File: src/rtl/pipe_ctrl.sv
// pipe_ctrl: hazard and sequencing controller for the 5-stage pipeline.
//
// Collects stall requests (ID load-use, ALU multi-cycle), ALU redirects and the
// WB halt. Drives per-register stall/bubble vectors, the front-end flush and the
// PC redirect. Tracks halt state, a flush extension counter and a stall watchdog.
//
// Ports:
//   clk, rst           clock, synchronous active-high reset
//   stallreq_id        ID load-use hazard (level)
//   stallreq_ex        ALU busy (level, held until result ready)
//   flush_req/flush_pc ALU taken branch/jump pulse and its target
//   halt_req           ebreak retired in WB (pulse)
//   stall_o[4:0]       hold PC, IF_ID, ID_ALU, alu_mem, mem_wb
//   bubble_o[1:0]      NOP into ID_ALU, NOP into alu_mem
//   flush_o            clear IF_ID and ID_ALU
//   redirect_valid_o/redirect_pc_o  PC load strobe and target (target held)
//   halted_o           pipeline frozen until reset
//   timeout_err_o      sticky watchdog flag
//   stall_cycles_o/flush_count_o   perf counters
//
// Optional build macro PIPE_CTRL_PERF_EN enables the perf counters; when it is
// undefined both counter ports read 0 and no counter flops exist.
module pipe_ctrl #(
  parameter int unsigned XLEN          = 32,
  parameter int unsigned FLUSH_EXTRA   = 0,
  parameter int unsigned STALL_TIMEOUT = 255
) (
  input  logic            clk,
  input  logic            rst,
  input  logic            stallreq_id,
  input  logic            stallreq_ex,
  input  logic            flush_req,
  input  logic [XLEN-1:0] flush_pc,
  input  logic            halt_req,
  output logic [4:0]      stall_o,
  output logic [1:0]      bubble_o,
  output logic            flush_o,
  output logic            redirect_valid_o,
  output logic [XLEN-1:0] redirect_pc_o,
  output logic            halted_o,
  output logic            timeout_err_o,
  output logic [31:0]     stall_cycles_o,
  output logic [31:0]     flush_count_o
);

  typedef enum logic [1:0] {StRun, StFlush, StHalt} state_e;

  localparam logic [3:0]  FlushExtra   = 4'(FLUSH_EXTRA);
  localparam logic [15:0] StallTimeout = 16'(STALL_TIMEOUT);

  state_e            state_q, state_d;
  logic [3:0]        flush_cnt_q, flush_cnt_d;
  logic [15:0]       wd_cnt_q, wd_cnt_d;
  logic              timeout_err_q, timeout_err_d;
  logic [XLEN-1:0]   redirect_pc_q, redirect_pc_d;

  // Ungated decode; the reset override is applied on the way to the ports.
  logic [4:0]        stall;
  logic [1:0]        bubble;
  logic              flush;
  logic              redirect_valid;

  always_comb begin
    state_d        = state_q;
    flush_cnt_d    = flush_cnt_q;
    stall          = 5'b00000;
    bubble         = 2'b00;
    flush          = 1'b0;
    redirect_valid = 1'b0;
    unique case (state_q)
      StRun, StFlush: begin
        flush = (state_q == StFlush);
        if (halt_req) begin
          stall   = 5'b11111;
          state_d = StHalt;
        end else if (stallreq_ex) begin
          // Flush counter is frozen while the ALU holds the pipe.
          stall  = 5'b00111;
          bubble = 2'b10;
        end else if (flush_req) begin
          // A concurrent load-use stall is dropped: its instruction is killed.
          flush          = 1'b1;
          redirect_valid = 1'b1;
          if (FlushExtra != 4'd0) begin
            state_d     = StFlush;
            flush_cnt_d = FlushExtra;
          end else begin
            state_d = StRun;
          end
        end else if (state_q == StFlush) begin
          if (flush_cnt_q <= 4'd1) begin
            state_d     = StRun;
            flush_cnt_d = 4'd0;
          end else begin
            flush_cnt_d = flush_cnt_q - 4'd1;
          end
        end else if (stallreq_id) begin
          stall  = 5'b00011;
          bubble = 2'b01;
        end
      end
      StHalt: begin
        stall = 5'b11111;
      end
      default: begin
        state_d = StRun;
      end
    endcase
  end

  // Watchdog: counts consecutive ALU stall cycles, saturating at the timeout.
  always_comb begin
    wd_cnt_d = 16'd0;
    if (stallreq_ex) begin
      wd_cnt_d = (wd_cnt_q >= StallTimeout) ? wd_cnt_q : wd_cnt_q + 16'd1;
    end
    timeout_err_d = timeout_err_q | (wd_cnt_d == StallTimeout);
    redirect_pc_d = redirect_valid ? flush_pc : redirect_pc_q;
  end

  always_ff @(posedge clk) begin
    if (rst) begin
      state_q       <= StRun;
      flush_cnt_q   <= 4'd0;
      wd_cnt_q      <= 16'd0;
      timeout_err_q <= 1'b0;
      redirect_pc_q <= '0;
    end else begin
      state_q       <= state_d;
      flush_cnt_q   <= flush_cnt_d;
      wd_cnt_q      <= wd_cnt_d;
      timeout_err_q <= timeout_err_d;
      redirect_pc_q <= redirect_pc_d;
    end
  end

  // Reset forces every output to 0, including the combinational decode.
  always_comb begin
    stall_o          = rst ? 5'b00000 : stall;
    bubble_o         = rst ? 2'b00 : bubble;
    flush_o          = ~rst & flush;
    redirect_valid_o = ~rst & redirect_valid;
    redirect_pc_o    = rst ? '0 : (redirect_valid ? flush_pc : redirect_pc_q);
    halted_o         = ~rst & (state_q == StHalt);
    timeout_err_o    = ~rst & timeout_err_q;
  end

`ifdef PIPE_CTRL_PERF_EN
  logic [31:0] stall_cycles_q, stall_cycles_d;
  logic [31:0] flush_count_q, flush_count_d;

  always_comb begin
    stall_cycles_d = stall_cycles_q + {31'd0, stall[0] & (state_q != StHalt)};
    flush_count_d  = flush_count_q + {31'd0, redirect_valid};
  end

  always_ff @(posedge clk) begin
    if (rst) begin
      stall_cycles_q <= 32'd0;
      flush_count_q  <= 32'd0;
    end else begin
      stall_cycles_q <= stall_cycles_d;
      flush_count_q  <= flush_count_d;
    end
  end

  assign stall_cycles_o = rst ? 32'd0 : stall_cycles_q;
  assign flush_count_o  = rst ? 32'd0 : flush_count_q;
`else
  assign stall_cycles_o = 32'd0;
  assign flush_count_o  = 32'd0;
`endif

endmodule

File: config.mk
export PLATFORM = sky130hd
export DESIGN_NAME = pipe_ctrl
export DESIGN_NICKNAME = d
export VERILOG_FILES = /design/src/rtl/pipe_ctrl.sv
export SDC_FILE = /design/constraint.sdc
export NUM_CORES = 1
export LEC_CHECK = 0
export CELL_PAD_IN_SITES_DETAIL_PLACEMENT = 1
export CELL_PAD_IN_SITES_GLOBAL_PLACEMENT = 2
export CORE_MARGIN = 2
export CORE_UTILIZATION = 18
export CTS_BUF_LIST = sky130_fd_sc_hd__clkbuf_8
export DETAILED_ROUTE_END_ITERATION = 10
export HOLD_SLACK_MARGIN = 0.06
export PLACE_DENSITY = 0.75
export SLEW_MARGIN = 0
export SYNTH_ARGS = -nofsm -noshare
export SYNTH_HDL_FRONTEND = slang
export SYNTH_SLANG_ARGS = --single-unit
File: constraint.sdc
create_clock -name clk -period 1.9 [get_ports clk]
set_input_delay 0.57 -clock clk [delete_from_list [all_inputs] [get_ports clk]]
set_output_delay 0.57 -clock clk [all_outputs]
set_load 0.05 [all_outputs]
### Word level (Yosys, flattened, before mapping)

Index checks and enable logic that the tools add are counted.

* register bits: 55
* input bits: 38
* output and inout port bits: 107
* logic and storage cells: 62

* $add $sub $neg: 2
* order comparisons: 2
* equality and inequality tests: 6
* muxes and demuxes: 33
* bitwise gates (word level): 10
* reduce and logical (&&, ||, !) cells: 4

Operators with widths (number)
* 32-bit two-way mux: 2
* 16-bit two-way mux: 2
* 2-bit two-way mux: 12
* 16-bit by 1-bit adder with 16-bit output (second input constant): 1
* 16-bit by 8-bit equality test with 1-bit output (second input constant): 1
* 16-bit by 8-bit >= comparator with 1-bit output (second input constant): 1
* 1-bit two-way mux: 11
* 5-bit two-way mux: 2
* 5-bit one-hot mux with 2 select lines: 1
* 4-bit inequality test (second input constant): 2
* 1-bit NOT: 5
* 5-bit AND reduction: 1
* 1-bit AND: 4
* 4-bit by 1-bit <= comparator with 1-bit output (second input constant): 1
* 4-bit two-way mux: 1
* 2-bit one-hot mux with 2 select lines: 1
* 4-bit AND reduction: 1
* 4-bit by 1-bit subtractor with 4-bit output (second input constant): 1
* 3-bit two-way mux: 1
* 3-bit inequality test (second input constant): 1
* 2-bit by 1-bit equality test with 1-bit output (second input constant): 1
* 2-bit equality test (second input constant): 1
* 2-bit zero test: 1
* 2-bit OR reduction: 1
* 1-bit bitwise OR: 1

### Depth between registers and ports, before layout

* depth after elaboration: 7
* mapped depth: 7
* depth with buffers taken out: 6

### Least setup slack after synthesis

No wires, ideal clock.

* path type: input-to-output
* start point: input rst
* end point: output stall_o[1]
* arrival: 2.229 ns
* required time: 1.330 ns
* slack: -0.899 ns
* cell stages on the path: 4
* buffers on the path: 2
* cell sequence: clkbuf_2 -> a21oi_1 -> a21o_1 -> buf_4

* word-level cells in the longest chain between the ends: 1

RTL lines
* start: declaration: RTL line 29 `input logic rst,`
* 5-bit two-way mux: RTL line 139 `stall_o = rst ? 5'b00000 : stall;`
* end: declaration: RTL line 35 `output logic [4:0] stall_o,`

Every way passes these cells.

### Worst setup path after layout

* start point: input halt_req
* end point: output redirect_pc_o[1]

* word-level cells in the longest chain between the ends: 4

RTL lines
* start: declaration: RTL line 34 `input logic halt_req,`
* 1-bit two-way mux: RTL line 73 `if (halt_req) begin`
* 1-bit two-way mux: RTL line 70 `unique case (state_q)`
* 32-bit two-way mux: RTL line 143 `redirect_pc_o = rst ? '0 : (redirect_valid ? flush_pc : redirect_pc_q);`
* 32-bit two-way mux
* end: declaration: RTL line 39 `output logic [XLEN-1:0] redirect_pc_o,`

Every way passes these cells.

==> reports/qor.txt <==
status: finished with violations
failing checks: setup timing
synth warn: 0
routed length per instance: 13.47 um
GRT Util Overall: 10.63%
post-synthesis area per instance: 8.170 sq um
number of synthesized flops with an enable pin: 0
count of cell types in the netlist: 38
worst setup path class: primary input to output pin
hold wc startpoint: redirect_pc_q[10]$_DFF_P_
Final Hold Vio Count: 0
total wire length: 7853 um
H-tree depth: 2
Layout Skew: 0.004943 ns
reg2reg path depth: 6
number of global-route vias before repair: 2,283
Critical Path Fanout Max: 8
Clock Tree Buf Depth: 2
starting density of the core: 18.44%
register bit total from synthesis: 50
min-delay worst type: flip-flop to flip-flop
total grt overflow: 0
crit path from: halt_req
worst hold endpoint: redirect_pc_q[10]$_DFF_P_
Setup-failing EPs final: 37
Post-DP HPWL: 5394 um
sequential share of the synthesized area: 40.84%
combinational fraction of design power: 32.8%
die area: 14,570 sq um
Placed Area: 4174 sq um
most common cell after layout, fill and taps aside: conb_1
I/O pins: 145
FF-to-FF Start: wd_cnt_q[0]$_SDFF_PP0_
via count: 2,199
Die Width: 120.7 um
Final Slew Violations: 0
worst skew pair latency: 0.30 ns
layout cells sized above 1: 43.24%
drt pass-1 iters: 3
Pleak: 1.953 nW
Setup TNS: -13.18 ns
peak supply drop: 225.4 uV
crit path time final: 2.319 ns
Reg-to-Reg End: timeout_err_q$_SDFF_PP0_
count of input and output buffers: 80
Clk pwr share: 26.9%
ANT nets after route: 0
Max Clock Freq: 431.2 MHz
Switch Pwr: 0.0009469 W
first-pass GRT wire length: 12,100 um
clock edge transition at the registers on the reported setup and hold paths: 0.09 ns
RSZ-0062 raised after global routing: true
CP Data Required Time: 1.33 ns
pwr/cell area: 558.1 nW/um^2
most frequent cells in the layout: conb_1, dfxtp_1, buf_12
top_reg_cell synth: dfxtp_1
sequential share of power: 40.3%
sw frac: 35.40%
crit end category: output pin
Layout area overhead: 95.51%
post-place setup slack: -0.8666 ns
Final Cycle Share: 122.1%
placer congestion estimate: 0.7457
core area: 13,300 sq um
Die Ht: 120.7 um
TritonCTS clock tree: yes
startpoint types: primary input
crit path DAT: 1.75 ns
final instance area: 4792 sq um
drt initial violations: 65
final worst slack: -0.4190 ns
FP Rows: 42
largest net degree at the start of global routing: 21
Power, Total: 0.002675 W
initial antenna violation count: 0
antenna cells: 0
post-synthesis async set-or-reset flop share: 0%
NumNets Final: 445
Worst Hold Path Cells: 2
Sink Count: 50
drt drc: 0
maximum capacitance violations: 0
Num CTS Buffers: 5
Vias per Instance: 3.772
root buf cell: clkbuf_8
hold slack: 0.5024 ns
post-synthesis cell area: 2451 sq um
Reg2Reg Setup Slack: 0.09 ns
Cells after Synth: 300
Pint: 0.001728 W
[synthesized netlist by cell type (2+ instances only)]
cell,instances,area (sq um)
buf_2,3,15.01
xnor2_1,2,17.52
nor4_4,2,42.54
and3_1,3,18.77
nand2_1,69,259.0
a31oi_1,2,12.51
nor3_1,3,15.01
nor2_1,10,37.54
nor2b_1,4,25.02
dfxtp_1,50,1001
a311oi_1,2,17.52
inv_1,2,7.510
and2_1,12,75.07
nor4_1,2,12.51
a21oi_1,34,170.2
clkbuf_1,8,30.03
nand3_1,4,20.02
buf_4,68,510.5
[layer usage]
layer / GRT usage (%) / vias up / part of all wire (%)
met5: 0 / - / 0
met4: 2.907 / 0 / 1.2
met2: 20.62 / 78 / 57
met3: 2.406 / 8 / 4.9
li1: - / 1058 / -
met1: 11.40 / 1055 / 37
[stage by stage]
step,instances,util [%]
after global placement,553,31.39
after global routing,583,36.04
after CTS,576,34.37
after detailed placement,553,31.39
final,583,36.04
after floorplan,363,-
[critical path, cell delays in order]
cell	delay, ns
buf_8	0.10
nor3_4	0.19
and2_4	0.18
buf_6	0.13
buf_12	0.16
nand2_4	0.06
a21oi_4	0.18
buf_12	0.16
[kinds of logic after synthesis]
| group | Yosys count | share of synthesized area [%] |
|---|---|---|
| simple gates | 115 | 22.72 |
| buf+inv | 83 | 23.63 |
| flops | 50 | 40.84 |
| compound gates | 47 | 11.08 |
| xor+xnor | 3 | 1.072 |
| fa+ha+maj | 1 | 0.5104 |
| other cells | 1 | 0.1530 |
[power by group through the flow]
stage / logic (W) / clock network, W / registers (W)
floorplan: 0.000648 / 0 / 0.00110
global placement: 0.000786 / 0 / 0.00110
detailed placement: 0.000794 / 0 / 0.00110
CTS: 0.000847 / 0.000765 / 0.00108
global route: 0.000911 / 0.000803 / 0.00108
finish: 0.000877 / 0.000720 / 0.00108
[what timing repair did]
item	4_1_cts	5_1_grt
gates resized for setup	48	42
cloned	4	0
setup endpoints to repair	42	41
hold buffers	0	0
pin swaps	32	59
setup buffers	12	8
endpoints found under the hold margin	0	0
[worst max-delay path by stage]
stage                                   end  slack [ns]
after floorplan           redirect_pc_o[12]       -0.24
after global placement    redirect_pc_o[31]       -0.77
after detailed placement   redirect_pc_o[4]       -0.87
after CTS                  redirect_pc_o[2]       -0.41
after global routing       redirect_pc_o[9]       -0.48
final                      redirect_pc_o[1]       -0.42
[flip-flops by register name, summed over array words and instances, names as in the netlist]
signal / flops
redirect_pc_q: 32
wd_cnt_q: 16
state_q: 1
timeout_err_q: 1
[layout make-up]
| class | instances | area (sq um) |
|---|---|---|
| fill | 1451 | 8503 |
| multi-input combinational | 230 | 1793 |
| sequential | 50 | 1002 |
| inverter | 2 | 7.507 |
| clock buffer | 8 | 110.1 |
| timing repair buffer | 117 | 1659 |
| tap | 176 | 220.2 |
Note: power is estimated with default switching activity, not from simulation.
